`src/rtl/arbitro_memoria_pkg.sv`:
```
// Shared types and constants for the memory-port arbiter: FSM encoding,
// requester identities and the word-alignment check.
package pkg_arbitro;

  typedef enum logic [1:0] {
    S_IDLE   = 2'd0,
    S_ACCESS = 2'd1,
    S_RESP   = 2'd2
  } estado_t;

  localparam logic OWNER_IF = 1'b0;
  localparam logic OWNER_D  = 1'b1;

  // Low address bits that must be zero for a word access.
  localparam logic [1:0] ALIGN_MASK = 2'b11;

  function automatic logic desalineado(input logic [1:0] addr_lo);
    return |(addr_lo & ALIGN_MASK);
  endfunction

endpackage

```
`src/rtl/arbitro_memoria_contador.sv`:
```
// Loadable down-counter that tracks the remaining wait-state cycles of a
// memory access; it stops at zero instead of wrapping.
module contador_espera #(
  parameter int W = 2
) (
  input  logic         clk_i,
  input  logic         rst_ni,
  input  logic         load_i,
  input  logic [W-1:0] load_val_i,
  input  logic         dec_i,
  output logic         zero_o
);

  logic [W-1:0] cnt_q;

  always_ff @(posedge clk_i or negedge rst_ni) begin
    if (!rst_ni) begin
      cnt_q <= '0;
    end else if (load_i) begin
      cnt_q <= load_val_i;
    end else if (dec_i && (cnt_q != '0)) begin
      cnt_q <= cnt_q - W'(1);
    end
  end

  assign zero_o = (cnt_q == '0);

endmodule

```
`src/rtl/arbitro_memoria.sv`:
```
// Shares the single memory port between instruction fetch and load/store,
// owning the read/write wait states and answering each requester with an ack.
module arbitro_memoria
  import pkg_arbitro::*;
#(
  parameter int READ_LAT  = 2,
  parameter int WRITE_LAT = 1,
  parameter int ADDR_W    = 32,
  parameter int DATA_W    = 32
) (
  input  logic              clk,
  input  logic              reset,
  input  logic              if_req,
  input  logic [ADDR_W-1:0] if_addr,
  output logic              if_ack,
  output logic              if_err,
  output logic [DATA_W-1:0] if_rdata,
  input  logic              d_req,
  input  logic              d_we,
  input  logic [ADDR_W-1:0] d_addr,
  input  logic [DATA_W-1:0] d_wdata,
  output logic              d_ack,
  output logic              d_err,
  output logic [DATA_W-1:0] d_rdata,
  output logic [ADDR_W-1:0] mem_addr,
  output logic [DATA_W-1:0] mem_wdata,
  output logic              mem_wr,
  input  logic [DATA_W-1:0] mem_rdata,
  output logic              busy,
  output logic [1:0]        estado
);

  localparam int MAX_LAT = (READ_LAT > WRITE_LAT) ? READ_LAT : WRITE_LAT;
  localparam int CNT_W   = $clog2(MAX_LAT + 1);
  localparam logic [CNT_W-1:0] RD_LOAD = CNT_W'(READ_LAT - 1);
  localparam logic [CNT_W-1:0] WR_LOAD = CNT_W'(WRITE_LAT - 1);

  // Valid/ready: a requester raises req with a stable payload and keeps it
  // until granted; req and payload are only sampled while IDLE, and a req
  // still high in the IDLE cycle after its ack is taken as a new request.

  estado_t           state_q;
  logic              owner_q;
  logic              last_owner_q;
  logic              we_q;
  logic [ADDR_W-1:0] mem_addr_q;
  logic [DATA_W-1:0] mem_wdata_q;
  logic              mem_wr_q;
  logic              if_ack_q, d_ack_q;
  logic              if_err_q, d_err_q;
  logic [DATA_W-1:0] if_rdata_q, d_rdata_q;

  logic              gnt_valid;
  logic              gnt_owner;
  logic [ADDR_W-1:0] gnt_addr;
  logic              gnt_we;
  logic              gnt_mis;
  logic              cnt_load;
  logic [CNT_W-1:0]  cnt_load_val;
  logic              cnt_dec;
  logic              cnt_zero;

  // Round-robin: on contention the requester that was not served last wins.
  always_comb begin
    gnt_valid = if_req | d_req;
    gnt_owner = OWNER_IF;
    if (if_req && d_req) begin
      gnt_owner = (last_owner_q == OWNER_IF) ? OWNER_D : OWNER_IF;
    end else if (d_req) begin
      gnt_owner = OWNER_D;
    end
    gnt_addr = (gnt_owner == OWNER_D) ? d_addr : if_addr;
    gnt_we   = (gnt_owner == OWNER_D) && d_we;
    gnt_mis  = desalineado(gnt_addr[1:0]);
  end

  assign cnt_load     = (state_q == S_IDLE) && gnt_valid && !gnt_mis;
  assign cnt_load_val = gnt_we ? WR_LOAD : RD_LOAD;
  assign cnt_dec      = (state_q == S_ACCESS);

  contador_espera #(
    .W (CNT_W)
  ) u_contador (
    .clk_i      (clk),
    .rst_ni     (reset),
    .load_i     (cnt_load),
    .load_val_i (cnt_load_val),
    .dec_i      (cnt_dec),
    .zero_o     (cnt_zero)
  );

  always_ff @(posedge clk or negedge reset) begin
    if (!reset) begin
      state_q      <= S_IDLE;
      owner_q      <= OWNER_IF;
      last_owner_q <= OWNER_D;
      we_q         <= 1'b0;
      mem_addr_q   <= '0;
      mem_wdata_q  <= '0;
      mem_wr_q     <= 1'b0;
      if_ack_q     <= 1'b0;
      d_ack_q      <= 1'b0;
      if_err_q     <= 1'b0;
      d_err_q      <= 1'b0;
      if_rdata_q   <= '0;
      d_rdata_q    <= '0;
    end else begin
      if_ack_q <= 1'b0;
      d_ack_q  <= 1'b0;
      if_err_q <= 1'b0;
      d_err_q  <= 1'b0;
      case (state_q)
        S_IDLE: begin
          mem_wr_q <= 1'b0;
          if (gnt_valid) begin
            owner_q      <= gnt_owner;
            last_owner_q <= gnt_owner;
            we_q         <= gnt_we;
            if (gnt_mis) begin
              // Misaligned: answer with an error, memory is never touched.
              state_q <= S_RESP;
              if (gnt_owner == OWNER_D) begin
                d_ack_q <= 1'b1;
                d_err_q <= 1'b1;
                if (!gnt_we) d_rdata_q <= '0;
              end else begin
                if_ack_q   <= 1'b1;
                if_err_q   <= 1'b1;
                if_rdata_q <= '0;
              end
            end else begin
              state_q     <= S_ACCESS;
              mem_addr_q  <= gnt_addr;
              mem_wdata_q <= (gnt_owner == OWNER_D) ? d_wdata : '0;
              mem_wr_q    <= gnt_we;
            end
          end
        end
        S_ACCESS: begin
          if (cnt_zero) begin
            state_q  <= S_RESP;
            mem_wr_q <= 1'b0;
            if (owner_q == OWNER_D) begin
              d_ack_q <= 1'b1;
              if (!we_q) d_rdata_q <= mem_rdata;
            end else begin
              if_ack_q   <= 1'b1;
              if_rdata_q <= mem_rdata;
            end
          end
        end
        S_RESP: begin
          state_q <= S_IDLE;
        end
        default: begin
          state_q  <= S_IDLE;
          mem_wr_q <= 1'b0;
        end
      endcase
    end
  end

  assign if_ack    = if_ack_q;
  assign if_err    = if_err_q;
  assign if_rdata  = if_rdata_q;
  assign d_ack     = d_ack_q;
  assign d_err     = d_err_q;
  assign d_rdata   = d_rdata_q;
  assign mem_addr  = mem_addr_q;
  assign mem_wdata = mem_wdata_q;
  assign mem_wr    = mem_wr_q;
  assign busy      = (state_q != S_IDLE);
  assign estado    = state_q;

  ack_exclusivo: assert property (@(posedge clk) disable iff (!reset) !(if_ack && d_ack));

endmodule
```
`config.mk`:
```
export PLATFORM = sky130hd
export DESIGN_NAME = arbitro_memoria
export DESIGN_NICKNAME = d
export VERILOG_FILES = /design/src/rtl/arbitro_memoria_pkg.sv /design/src/rtl/arbitro_memoria_contador.sv /design/src/rtl/arbitro_memoria.sv
export SDC_FILE = /design/constraint.sdc
export NUM_CORES = 1
export LEC_CHECK = 0
export CORE_MARGIN = 2
export CORE_UTILIZATION = 55
export CTS_CLUSTER_SIZE = 16
export DETAILED_ROUTE_END_ITERATION = 12
export DONT_BUFFER_PORTS = 1
export PLACE_DENSITY = 0.77
export SLEW_MARGIN = 20
export SYNTH_ARGS = -nofsm -noshare
export SYNTH_HDL_FRONTEND = slang
export SYNTH_SLANG_ARGS = --single-unit
export TNS_END_PERCENT = 50
```
`constraint.sdc`:
```
create_clock -name clk -period 3.76 [get_ports clk]
set_input_delay 0.376 -clock clk [delete_from_list [all_inputs] [get_ports clk]]
set_output_delay 0.376 -clock clk [all_outputs]
set_load 0.01 [all_outputs]
```
==> results.json <==
{
  "yosysTopAreaCellShare": 0.574,
  "cp.arrival_ns": 2.68,
  "cp-start-kind": "flip-flop",
  "cp.buffers_inverters": 2,
  "crit_top_cell": "buf_4",
  "cp-end-kind": "flip-flop",
  "io_pins": 269,
  "clk_latency_ns": 0.52,
  "grt_overflow": 0,
  "crit_fanout": 68,
  "gp_congestion": 0.814,
  "synth_top_cell_by_area": "dfrtp_1",
  "cp_slowest_stage_delay_ns": 0.62,
  "yosysUniqueCellTypes": 39,
  "chipWidth_um": 109,
  "seq_area_frac_synth": 0.578,
  "num_antenna_cells": 0,
  "wire_per_inst_um": 20.7,
  "cts-hold-fix-buffers": 32,
  "slew_viol_final": 0,
  "rows": 38,
  "ant_nets": 0,
  "min_period_ns": 2.33,
  "drive_gt1_frac": 0.143,
  "synthCells": 558,
  "synthFlopType": "dfrtp_1",
  "final_common_cell": "dfrtp_1",
  "synth_seq_cells": 140,
  "cts_resized": 0,
  "root_buffer": "clkbuf_8",
  "drc": 0,
  "setup_viol": 0,
  "wirelength_um": 15000,
  "yosysWarnings": 0,
  "fmaxAchievable_ghz": 0.430,
  "slowest_stage": "buf_4",
  "io_buffers": 0,
  "hold_viol_final": 0,
  "grt_pass1_vias": 4427,
  "grt_max_degree": 141,
  "hpwl_um": 10000,
  "synth_area_leaders": "dfrtp_1, o21ai_0, nand2_1",
  "core_area_um2": 10800,
  "fill_cells": 824,
  "ir_worst_vdd_mv": 0.437,
  "synth_area_um2": 6060,
  "antenna_found_initial": 0,
  "timing.slew.headroom": 0.341,
  "p_leak_uw": 0.00320,
  "period_share": 0.618,
  "setup_tns_ns": 0,
  "synth.net_count": 692,
  "initial_utilization": 0.562,
  "cap_viol_max_count": 0,
  "rsz0062_at_grt": "no",
  "worst_slew_pin_slew_ns": 0.988,
  "power_density_nw_per_um2": 882,
  "viasPerCell": 6.14,
  "grt_pass1_wl_um": 22600,
  "clk_pin_slew_ns": 0.07,
  "status": "completed",
  "cp_cell_sequence": "a21bo_2 -> buf_4 -> a41oi_4 -> buf_4 -> nand2_1 -> o21ai_0",
  "cts.sinks": 140,
  "layout_common_cells": "dfrtp_1, nand2_1, o21ai_0",
  "clockBufferDepth": 2,
  "hold_class": "input port to flip-flop",
  "globalRouteTotalUtil": 0.248,
  "areaGrowthSynthToFinish_pct": 16.6,
  "die_area_um2": 11900,
  "vias": 4461,
  "die_h_um": 109,
  "critPathTopFamily": "buffers and inverters",
  "nets": 708,
  "critical_path_class": "flip-flop to flip-flop",
  "cts_tree": "yes",
  "utilization": 0.655,
  "numCtsBuffers": 17,
  "finClkSkew_ns": 0.0147,
  "drt-pass1-iter-count": 6,
  "htree_levels": 4,
  "avgSynthCellArea_um2": 10.9,
  "synth-edff-count": 0,
  "async_reset_ff_frac": 1.00,
  "cp_data_required_time_ns": 4.11,
  "cts_setup_buffers": 0,
  "first_iter_violations": 433
}
[flip-flops by register name, indices dropped and copies added (netlist names)]
name	cells
u_contador.cnt_q	2
estado	2
d_err	1
if_rdata	32
we_q	1
d_rdata	32
owner_q	1
if_err	1
d_ack	1
mem_wdata	32
last_owner_q	1
mem_addr	32
mem_wr	1
if_ack	1
[cell families (layout without fill, tap and decap cells)]
logic type               Yosys count  in the layout  share of synthesized area
flip-flops                       140            140                      0.578
AO/OA/AOI/OAI                    204            204                      0.229
adder cells (fa/ha/maj)            1              1                    0.00206
buffers and inverters             51             80                     0.0473
AND/OR/NAND/NOR                  130            130                     0.0913
XOR/XNOR                           1              1                    0.00145
multiplexers                      31             31                     0.0512
[cell usage after synthesis (2+ instances only)]
cell type  instances
o21ai_1           20
nand3_1            2
buf_2             13
clkbuf_1          23
o21ai_0           82
nand2_1          102
nor2_1             4
nor3_1             4
o21ai_2           28
and2_1             3
a22o_1            32
a21oi_1            2
a22oi_1           32
nor2b_1            3
buf_6             10
nand2b_1           2
inv_1              4
dfrtp_1          139
or2_2              3
mux2i_1           31
[layer usage]
layer  track usage  vias up  wire [µm]  share of wire
li1              -     2017          -              -
met1         0.281     2167       5580           0.37
met2         0.429      252       7680           0.51
met3        0.0855       25       1470          0.098
met4         0.101        0        294          0.020
met5             0        -          0              0
[worst paths after layout]
| check | from | endpoint | slack (ns) | cells after the start |
|---|---|---|---|---|
| worst min register to register | owner_q | owner_q | 0.56 | 2 |
| max in group asynchronous | reset | d_rdata[7] | 2.64 | 2 |
| worst max-delay path | last_owner_q | if_rdata[14] | 1.43 | 6 |
| worst max register to register | last_owner_q | if_rdata[14] | 1.43 | 6 |
| worst min-delay path | mem_rdata[15] | d_rdata[15] | 0.02 | 1 |
| min in group asynchronous | reset | d_rdata[3] | 0.45 | 2 |
[per-stage QoR]
stage	setup slack, ns	hold WS, ns	power (µW)	cells	cell area [µm²]
floorplan	2.14	0.0804	4010	558	6060
global placement	1.56	0.0832	4270	657	6030
detailed placement	1.41	0.0830	4380	658	6040
CTS	1.41	0.000766	6270	722	7020
global route	1.28	0.000379	6630	727	7070
finish	1.43	0.0246	6230	727	7070
[final cells by class]
cell class	count	area, µm²	area share
Multi-Input combinational cell	367	2290	0.324
Inverter	4	15.0	0.00212
Clock inverter	15	223	0.0315
Tap cell	140	175	0.0248
Clock buffer	17	414	0.0586
Timing Repair Buffer	44	444	0.0629
Sequential cell	140	3500	0.496
[where the power goes]
part / internal (µW) / total [µW] / switching, µW
combinational: 586 / 1480 / 894
sequential: 2120 / 2940 / 824
clock: 1110 / 1810 / 701
total: 3810 / 6230 / 2420
No activity file was read; power rests on OpenSTA's default activity.
